`src/rtl/writeback_arbiter.sv`:
```
// writeback_arbiter
//   Merges single-cycle ALU results and late-returning load data onto the single
//   write port of register_file. Loads are buffered in a FIFO; a non-r0 ALU
//   result always wins the port; an ALU write kills every queued load that
//   targets the same register; writes to r0 are filtered.
//
//   Optional feature macro: WB_LOAD_EXTEND_EN
//     defined   - byte/half extraction and sign/zero extension applied at drain
//     undefined - load data written unmodified; size/sign/offset ports ignored
//
// Ports
//   clock_i               system clock, all state on rising edge
//   reset_n_i             synchronous active-low reset
//   alu_valid_i/addr/data ALU result (no backpressure)
//   load_valid_i/ready_o  load return handshake
//   load_addr_i/data_i    load destination and raw aligned word
//   load_size_i           00 byte, 01 half, 10/11 word
//   load_signed_i         1 sign-extend, 0 zero-extend
//   load_byte_off_i       byte offset within the word
//   register_write_*_o    registered write port to register_file
//   pending_o             queue holds at least one entry
module writeback_arbiter #(
  parameter int DATA_WIDTH  = 32,
  parameter int ADDR_WIDTH  = 5,
  parameter int QUEUE_DEPTH = 4
) (
  input  logic                  clock_i,
  input  logic                  reset_n_i,
  input  logic                  alu_valid_i,
  input  logic [ADDR_WIDTH-1:0] alu_addr_i,
  input  logic [DATA_WIDTH-1:0] alu_data_i,
  input  logic                  load_valid_i,
  output logic                  load_ready_o,
  input  logic [ADDR_WIDTH-1:0] load_addr_i,
  input  logic [DATA_WIDTH-1:0] load_data_i,
  input  logic [1:0]            load_size_i,
  input  logic                  load_signed_i,
  input  logic [1:0]            load_byte_off_i,
  output logic [ADDR_WIDTH-1:0] register_write_addr_o,
  output logic [DATA_WIDTH-1:0] register_write_data_o,
  output logic                  register_write_o,
  output logic                  pending_o
);

  localparam int PTR_W = $clog2(QUEUE_DEPTH);
  localparam int CNT_W = PTR_W + 1;

  logic [ADDR_WIDTH-1:0] q_addr  [QUEUE_DEPTH];
  logic [DATA_WIDTH-1:0] q_data  [QUEUE_DEPTH];
  logic                  q_valid [QUEUE_DEPTH];
  logic [PTR_W-1:0]      wr_ptr, rd_ptr;
  logic [CNT_W-1:0]      count;

  logic                  alu_hit, accept, store, deq;
  logic                  wr_n;
  logic [ADDR_WIDTH-1:0] waddr_n;
  logic [DATA_WIDTH-1:0] wdata_n, head_data;

`ifdef WB_LOAD_EXTEND_EN
  logic [1:0] q_size [QUEUE_DEPTH];
  logic       q_sgn  [QUEUE_DEPTH];
  logic [1:0] q_off  [QUEUE_DEPTH];

  function automatic logic [DATA_WIDTH-1:0] extend(
    input logic [DATA_WIDTH-1:0] w,
    input logic [1:0]            sz,
    input logic                  sg,
    input logic [1:0]            off
  );
    logic [7:0]  b;
    logic [15:0] h;
    b = w[{off, 3'b000} +: 8];
    // Halfword selection uses off[1] only; off[0] is ignored.
    h = w[{off[1], 4'b0000} +: 16];
    case (sz)
      2'b00:   extend = {{(DATA_WIDTH-8){sg & b[7]}}, b};
      2'b01:   extend = {{(DATA_WIDTH-16){sg & h[15]}}, h};
      default: extend = w;
    endcase
  endfunction

  assign head_data = extend(q_data[rd_ptr], q_size[rd_ptr], q_sgn[rd_ptr], q_off[rd_ptr]);
`else
  logic ext_unused;
  assign ext_unused = ^{load_size_i, load_signed_i, load_byte_off_i};
  assign head_data  = q_data[rd_ptr];
`endif

  // Ready and pending depend only on registered count.
  assign load_ready_o = (count != CNT_W'(QUEUE_DEPTH));
  assign pending_o    = (count != '0);

  assign alu_hit = alu_valid_i && (alu_addr_i != '0);
  assign accept  = load_valid_i && load_ready_o;
  assign store   = accept && (load_addr_i != '0);
  assign deq     = !alu_hit && (count != '0);

  always_comb begin
    wr_n    = 1'b0;
    waddr_n = '0;
    wdata_n = '0;
    if (alu_hit) begin
      wr_n    = 1'b1;
      waddr_n = alu_addr_i;
      wdata_n = alu_data_i;
    end else if (deq && q_valid[rd_ptr]) begin
      wr_n    = 1'b1;
      waddr_n = q_addr[rd_ptr];
      wdata_n = head_data;
    end
  end

  always_ff @(posedge clock_i) begin
    if (!reset_n_i) begin
      wr_ptr                <= '0;
      rd_ptr                <= '0;
      count                 <= '0;
      register_write_o      <= 1'b0;
      register_write_addr_o <= '0;
      register_write_data_o <= '0;
      for (int unsigned i = 0; i < QUEUE_DEPTH; i++) q_valid[i] <= 1'b0;
    end else begin
      register_write_o      <= wr_n;
      register_write_addr_o <= waddr_n;
      register_write_data_o <= wdata_n;
      // The ALU instruction is younger than every queued load, so matching
      // entries are stale; they stay in the FIFO and drain with no strobe.
      for (int unsigned i = 0; i < QUEUE_DEPTH; i++)
        if (alu_hit && q_valid[i] && (q_addr[i] == alu_addr_i)) q_valid[i] <= 1'b0;
      if (store) begin
        q_valid[wr_ptr] <= !(alu_hit && (load_addr_i == alu_addr_i));
        wr_ptr          <= wr_ptr + PTR_W'(1);
      end
      if (deq) rd_ptr <= rd_ptr + PTR_W'(1);
      count <= count + CNT_W'(store) - CNT_W'(deq);
    end
  end

  // Payload storage needs no reset; occupancy is governed by count.
  always_ff @(posedge clock_i) begin
    if (store) begin
      q_addr[wr_ptr] <= load_addr_i;
      q_data[wr_ptr] <= load_data_i;
`ifdef WB_LOAD_EXTEND_EN
      q_size[wr_ptr] <= load_size_i;
      q_sgn[wr_ptr]  <= load_signed_i;
      q_off[wr_ptr]  <= load_byte_off_i;
`endif
    end
  end

endmodule
```
`config.mk`:
```
export PLATFORM = sky130hd
export DESIGN_NAME = writeback_arbiter
export DESIGN_NICKNAME = d
export VERILOG_FILES = /design/src/rtl/writeback_arbiter.sv
export SDC_FILE = /design/constraint.sdc
export NUM_CORES = 1
export LEC_CHECK = 0
export ABC_AREA = 0
export CORE_ASPECT_RATIO = 1.2
export CORE_MARGIN = 2
export CORE_UTILIZATION = 57
export DETAILED_ROUTE_END_ITERATION = 12
export GPL_TIMING_DRIVEN = 0
export PLACE_DENSITY = 0.91
export SYNTH_ARGS = -nofsm -noshare
export SYNTH_HDL_FRONTEND = slang
export SYNTH_SLANG_ARGS = --single-unit
```
`constraint.sdc`:
```
create_clock -name clock_i -period 7.04 [get_ports clock_i]
set_clock_uncertainty 0.2 [all_clocks]
set_input_delay 1.408 -clock clock_i [delete_from_list [all_inputs] [get_ports clock_i]]
set_output_delay 1.408 -clock clock_i [all_outputs]
set_load 0.05 [all_outputs]
```
==> summary.txt <==
Run status
  • Status: completed

Yosys
  • Top cells by area, synth: edfxtp_1, dfxtp_1, mux4_2
  • Synth Register Bits: 199
  • Area leader, netlist: edfxtp_1
  • Synth top area share: between 50 and 60%
  • Count of cell types in the netlist: 37
  • Mapped Cells: 410
  • Seq/Total Area, Yosys: 72.6%
  • Synthesized area: about 0.0075 mm^2
  • Post-Synthesis Net Count: 500
  • Synth warn: 0
  • Mapped Avg Cell Area: 18.4 um^2

Routing
  • Vias/cell: about 6
  • Drt drc: 0
  • Initial DRT Pass Iterations: 5
  • Via count: 4329
  • Final wirelength: 16400 um
  • Detailed Route Iter0 Violations: 248
  • Wirelength per Cell: 22.5 um
  • Post-route antenna net violation count: 0

Hold path
  • Worst hold path type: reg2reg
  • Worst hold start: rd_ptr[1]$_SDFFE_PN0P_
  • Hold Path Stages: 2

CTS
  • PostCTS Resize Cnt: 0
  • Post-CTS Setup Repair Bufs: 0
  • Htree depth: 4
  • CTS Buffer Depth: 2
  • Hold_buf cts: 0
  • Root Buffer: clkbuf_16
  • Clock buffer count from CTS: 17
  • CTS tree: built
  • Sink Count: 199
  • Worst-path clk slew: approximately 0.07 ns
  • Clock Latency Late Sink: 0.42 ns

Die
  • Core area: 0.0131 mm^2
  • I/O pin total: about 120
  • Starting Density: 57.8%
  • Placement Rows: 46
  • Die area: between 0.01 and 0.015 mm^2
  • Die Span X: roughly 110 um
  • Die Ht: 130 um

Critical path
  • CP arrival: ~4.3 ns
  • Reg2reg setup slack: about 4.1 ns
  • Req. time, crit path: 7.14 ns
  • Worst Path Max Fanout: 6
  • R2r endpoint: count[2]$_SDFF_PN0_
  • Critical path endpoint category: flop
  • Reg2Reg Depth: 12
  • Kind of critical path: in2reg
  • Worst r2r src: count[1]$_SDFF_PN0_
  • Worst Setup Start Kind: input pin

Global routing
  • First-pass GRT wire length: 24600 um
  • Grt ovf: 0
  • Tot GR Track Use: 24.4%
  • Initial antenna violation count: 0
  • Vias in the first global route: 4449
  • Largest net degree at the start of global routing: 38

Power
  • Leakage: around 3.2 nW
  • Clock network power share: 32.2%
  • Logic pwr share: 20.4%
  • VDD IR max: ~0.00019 V
  • Overall power: around 3 mW
  • NetSw: a little under 0.8 mW
  • Seq pwr share: 47.4%
  • Switching Fraction: 26.2%
  • Cell-internal power: 2.21 mW
  • PD cells: 314 mW/mm^2

STA
  • Final hold vios: 0
  • Worst setup margin: 2.81 ns
  • Tightest Pin Transition: about 0.86 ns
  • Final worst-path cycle share: around 60%
  • FMAX: between 200 and 250 MHz
  • Setup TNS: 0 ns
  • Max-Slew Margin vs Limit: around 43%
  • Minimum clock period after layout: between 4 and 5 ns
  • RSZ-0062 raised after global routing: no
  • Hold Worst Slack: 0.295 ns
  • Setup violators final: 0
  • Fin. max-slew vios: 0

Finish
  • Fin nets: 635
  • Post-layout util: roughly 73%
  • Post-route cell area: 0.00955 mm^2
  • Non-Filler Instances: slightly above 700
  • Syn-to-layout area delta: 26.5%
  • Layout cells sized above 1: 15.2%
  • ANT cells: 0

Run
  • Max Cap Viol: 0

Placement
  • Port Buffers: between 100 and 150
  • RD Place Congestion: 0.901
  • Placed cell areas: around 0.0090 mm^2
  • Pre-CTS worst setup slack: 2.39 ns
  • Placed cells: a little under 700
  • Post-DP HPWL: slightly above 10000 um
## final cells by class
type                    count  area [um^2]
clock inverters            12          151
inverters                  12         45.0
flip-flops and latches    199         5480
clock buffers              20          437
fillers                   749         3520
plain buffers              25          144
multi-input cells         174         1880
well taps                 168          210
repair buffers            116         1200
## flip-flops by register name, summed over array words and instances (netlist names), named ones only
register / cells
count: 3
q_addr: 20
q_data: 128
q_valid: 4
rd_ptr: 2
register_write_addr_o: 5
register_write_data_o: 32
register_write_o: 1
wr_ptr: 2
## cell families (layout without fill, tap and decap cells)
logic type / Yosys count / after routing / synth area share (%)
buffers and inverters: 37 / 185 / 2.50
AOI/OAI and AO/OA: 58 / 58 / 6.42
and+or+nand+nor: 42 / 42 / 2.85
DFF: 199 / 199 / 72.6
xor gates and xnor gates: 27 / 27 / 3.13
muxes: 40 / 40 / 11.3
adders and majority gates: 7 / 7 / 1.26
## layout by cell type, fill, tap and decap left out, types with 3 or more instances in the layout
cell type | Yosys | routed
o22ai_1 | 3 | 3
clkdlybuf4s50_1 | 0 | 112
a21oi_1 | 7 | 7
inv_2 | 0 | 4
inv_1 | 12 | 8
buf_6 | 5 | 5
clkbuf_1 | 13 | 16
clkinvlp_4 | 0 | 3
dfxtp_1 | 50 | 50
buf_12 | 0 | 4
clkbuf_16 | 0 | 17
ha_1 | 6 | 6
edfxtp_1 | 149 | 149
xnor2_1 | 14 | 14
bufinv_16 | 0 | 3
xor2_1 | 13 | 13
nand3_1 | 12 | 12
nor4_1 | 4 | 4
o2111ai_1 | 4 | 4
nor2_1 | 8 | 8
a32o_1 | 5 | 5
mux2i_1 | 4 | 4
buf_2 | 4 | 4
nand2_1 | 8 | 8
a22o_1 | 30 | 30
mux4_2 | 36 | 36
## worst max path at each step
stage	startpoint	to	slack, ns
6_report	load_addr_i[1]	count[2]$_SDFF_PN0_	2.81
5_1_grt	load_addr_i[1]	count[2]$_SDFF_PN0_	2.71
4_1_cts	load_addr_i[1]	count[2]$_SDFF_PN0_	2.84
3_5_place_dp	load_addr_i[1]	count[2]$_SDFF_PN0_	2.39
3_3_place_gp	load_addr_i[1]	q_data[2][3]$_DFFE_PP_	2.50
2_1_floorplan	alu_addr_i[0]	count[2]$_SDFF_PN0_	3.16
## power groups by stage
stage,sequential [mW],clock [mW],combinational [mW]
after global routing,1.43,1.02,0.651
after CTS,1.42,0.972,0.616
final,1.42,0.966,0.611
after global placement,1.44,0,0.577
after floorplan,1.50,0,0.340
after detailed placement,1.44,0,0.608
## cells in the mapped netlist, drive strengths merged
cell type / number
inv: 12
nor3: 2
o2111ai: 4
o41ai: 2
o22ai: 3
or3: 1
nand3: 12
nand4: 1
a32o: 5
ha: 6
nor4: 4
and3: 1
nand2: 8
o211ai: 1
o31ai: 2
dfxtp: 50
mux2i: 4
o211a: 1
o21ai: 2
clkbuf: 13
nor2: 8
buf: 12
or3b: 1
a22o: 30
edfxtp: 149
and2: 2
fa: 1
mux4: 36
or4: 2
a21oi: 7
o31a: 1
xnor2: 14
xor2: 13
## per-layer routing
metal	vias up	track usage, %	share of wire (%)
met2	199	40.9	52
met4	0	12.4	3.4
met1	2187	29.8	38
li1	1899	-	-
met5	-	0	0
met3	44	5.64	6.3
## critical path: stages
cell             delay (ns)
clkdlybuf4s50_1        0.54
or4_1                  0.68
o211a_1                0.30
inv_1                  0.11
ha_1                   0.24
inv_1                  0.06
ha_1                   0.13
inv_1                  0.06
fa_1                   0.40
xor2_1                 0.19
xnor2_1                0.16
nor2_1                 0.06
Note: power is estimated with default switching activity, not from simulation.
==> edit, RTL diff (config.mk and constraints unchanged) <==
`register_write_addr_o` and `register_write_data_o` no longer have a reset.
--- a/src/rtl/writeback_arbiter.sv
+++ b/src/rtl/writeback_arbiter.sv
@@ -116,13 +116,9 @@
       rd_ptr                <= '0;
       count                 <= '0;
       register_write_o      <= 1'b0;
-      register_write_addr_o <= '0;
-      register_write_data_o <= '0;
       for (int unsigned i = 0; i < QUEUE_DEPTH; i++) q_valid[i] <= 1'b0;
     end else begin
       register_write_o      <= wr_n;
-      register_write_addr_o <= waddr_n;
-      register_write_data_o <= wdata_n;
       // The ALU instruction is younger than every queued load, so matching
       // entries are stale; they stay in the FIFO and drain with no strobe.
       for (int unsigned i = 0; i < QUEUE_DEPTH; i++)
@@ -134,6 +130,11 @@
       if (deq) rd_ptr <= rd_ptr + PTR_W'(1);
       count <= count + CNT_W'(store) - CNT_W'(deq);
     end
+  end
+
+  always_ff @(posedge clock_i) begin
+    register_write_addr_o <= waddr_n;
+    register_write_data_o <= wdata_n;
   end
 
   // Payload storage needs no reset; occupancy is governed by count.
Function: changed (a bounded check fails within 4 cycles, from zero or initial values and one cycle with reset_n_i low).
==> edit against the unedited design <==
Sequential cell count unchanged; synthesized cell count up 36%; routed wire length up 20%; design area up 3.1%; combinational power up 26%; core utilization down 0.89 points; synthesized area up 4.3%; worst setup slack better by 0.031 ns; total power up 7.0%; global-route usage up 2.3 points; via count up 22%; highest routed layer unchanged.
==> edit: results (changes against the unedited design) <==
[run_status]
outcome=complete, no violations  ; unchanged

[critical_path]
r2r_slack_ns=3.88  ; was 4.14 ns
path_max_fanout=8  ; was 6
crit_arrival_ns=4.31  ; was 4.33 ns
crit_start=load_addr_i[2]  ; was load_addr_i[1]

[pwr]
vdd.ir_drop.worst_uv=189  ; about the same
p_leak_nw=3.28  ; was 3.19 nW
swShare_pct=31.4  ; was 26.2%

[global_route]
track_usage_pct=26.7  ; was 24.4%
grt_pass1_wl_mm=29.8  ; was 24.6 mm
grt_pass1_vias=5476  ; was 4449

[timing]
setup_viol=0  ; unchanged
setup_ws_ns=2.85  ; was 2.81 ns
tightest_slew_ns=0.980  ; was 0.860 ns

[route]
vias=5297  ; was 4329
drt_iter0_markers=456  ; was 248
wl_per_cell_um=22.5  ; about the same

[die]
start_util_pct=57.7  ; was 57.8%

[logic_synthesis]
synth-seq-area-share_pct=69.6  ; was 72.6%
synthTopCellsByCount=149 x edfxtp_1, 50 x dfxtp_1, 48 x nand2_1  ; was 149 x edfxtp_1, 50 x dfxtp_1, 36 x mux4_2
syn_nets=649  ; was 500
syn_inst=559  ; was 410
synth_cell_types=34  ; was 37

[layout]
fin_nets=782  ; was 635
nFillCells=842  ; was 749

[placement]
dpl.cell_count=844  ; was 694
place_hpwl_mm=12.1  ; was 10.3 mm
globalplace.congestion=0.853  ; was 0.901
placed_cell_area_um2=9250  ; was 8960 um2

## edit: changes by cell type after synthesis, sizes merged, moves of 4 or more
cell	before	now
a22o	30	0
a31oi	0	37
a32o	5	0
clkbuf	13	28
mux2	0	38
mux2i	4	40
mux4	36	0
nand2	8	48
nand3	12	4
nor3	2	39
o2111ai	4	0
o21ai	2	41
xnor2	14	18
## edit: final timing paths
check,end,cells after the start
worst max-delay path,count[2],13
worst min-delay path,register,2
worst max register to register,count[2],14
worst min register to register,register,2
## edit: layer usage
layer	part of all wire [%]	GRT usage, %	vias up
met5	0	0	-
met4	2.9	12.4	0
met3	6.9	4.76	44
met2	53	47.1	292
met1	37	32.0	2612
li1	-	-	2349
## edit: layout make-up
class,instances,area [um2],area share [%]
plain buffers,39,173,1.75
clock inverters,14,171,1.74
repair buffers,114,1160,11.8
multi-input cells,309,2180,22.1
clock buffers,18,429,4.36
well taps,171,214,2.17
inverters,12,45.0,0.457
flip-flops and latches,199,5480,55.6
## edit: cell families (layout without fill, tap and decap cells)
group	after synthesis	count (layout)	share of synthesized area [%]
AOI/OAI and AO/OA	90	90	6.65
adders and majority gates	7	7	1.21
muxes	78	78	10.5
DFF	199	199	69.6
and+or+nand+nor	106	106	6.17
buffers and inverters	51	197	2.77
xor gates and xnor gates	28	28	3.12
## edit: worst max-delay path, stage by stage
cell and delay (ns):
clkdlybuf4s50_1 0.53, or4_1 0.61, o211a_1 0.23, clkbuf_1 0.18, inv_1 0.12, ha_1 0.23, inv_1 0.06, ha_1 0.13
inv_1 0.05, fa_1 0.40, xor2_1 0.16, xnor2_1 0.15, nor2_1 0.05
## edit: per-stage QoR
step	hold slack [ns]	utilization, %
finish	0.324	72.2
global route	0.346	72.2
CTS	0.321	72.2
detailed placement	0.306	67.8
global placement	0.269	67.5
floorplan	0.259	-
## edit: power by group through the flow
stage / Combinational [W] / Sequential (W) / Clock, W
5_1_grt: 0.000815 / 0.00147 / 0.00103
4_1_cts: 0.000760 / 0.00145 / 0.000989
6_report: 0.000767 / 0.00146 / 0.000985
3_5_place_dp: 0.000742 / 0.00148 / 0
2_1_floorplan: 0.000376 / 0.00157 / 0
3_3_place_gp: 0.000715 / 0.00147 / 0
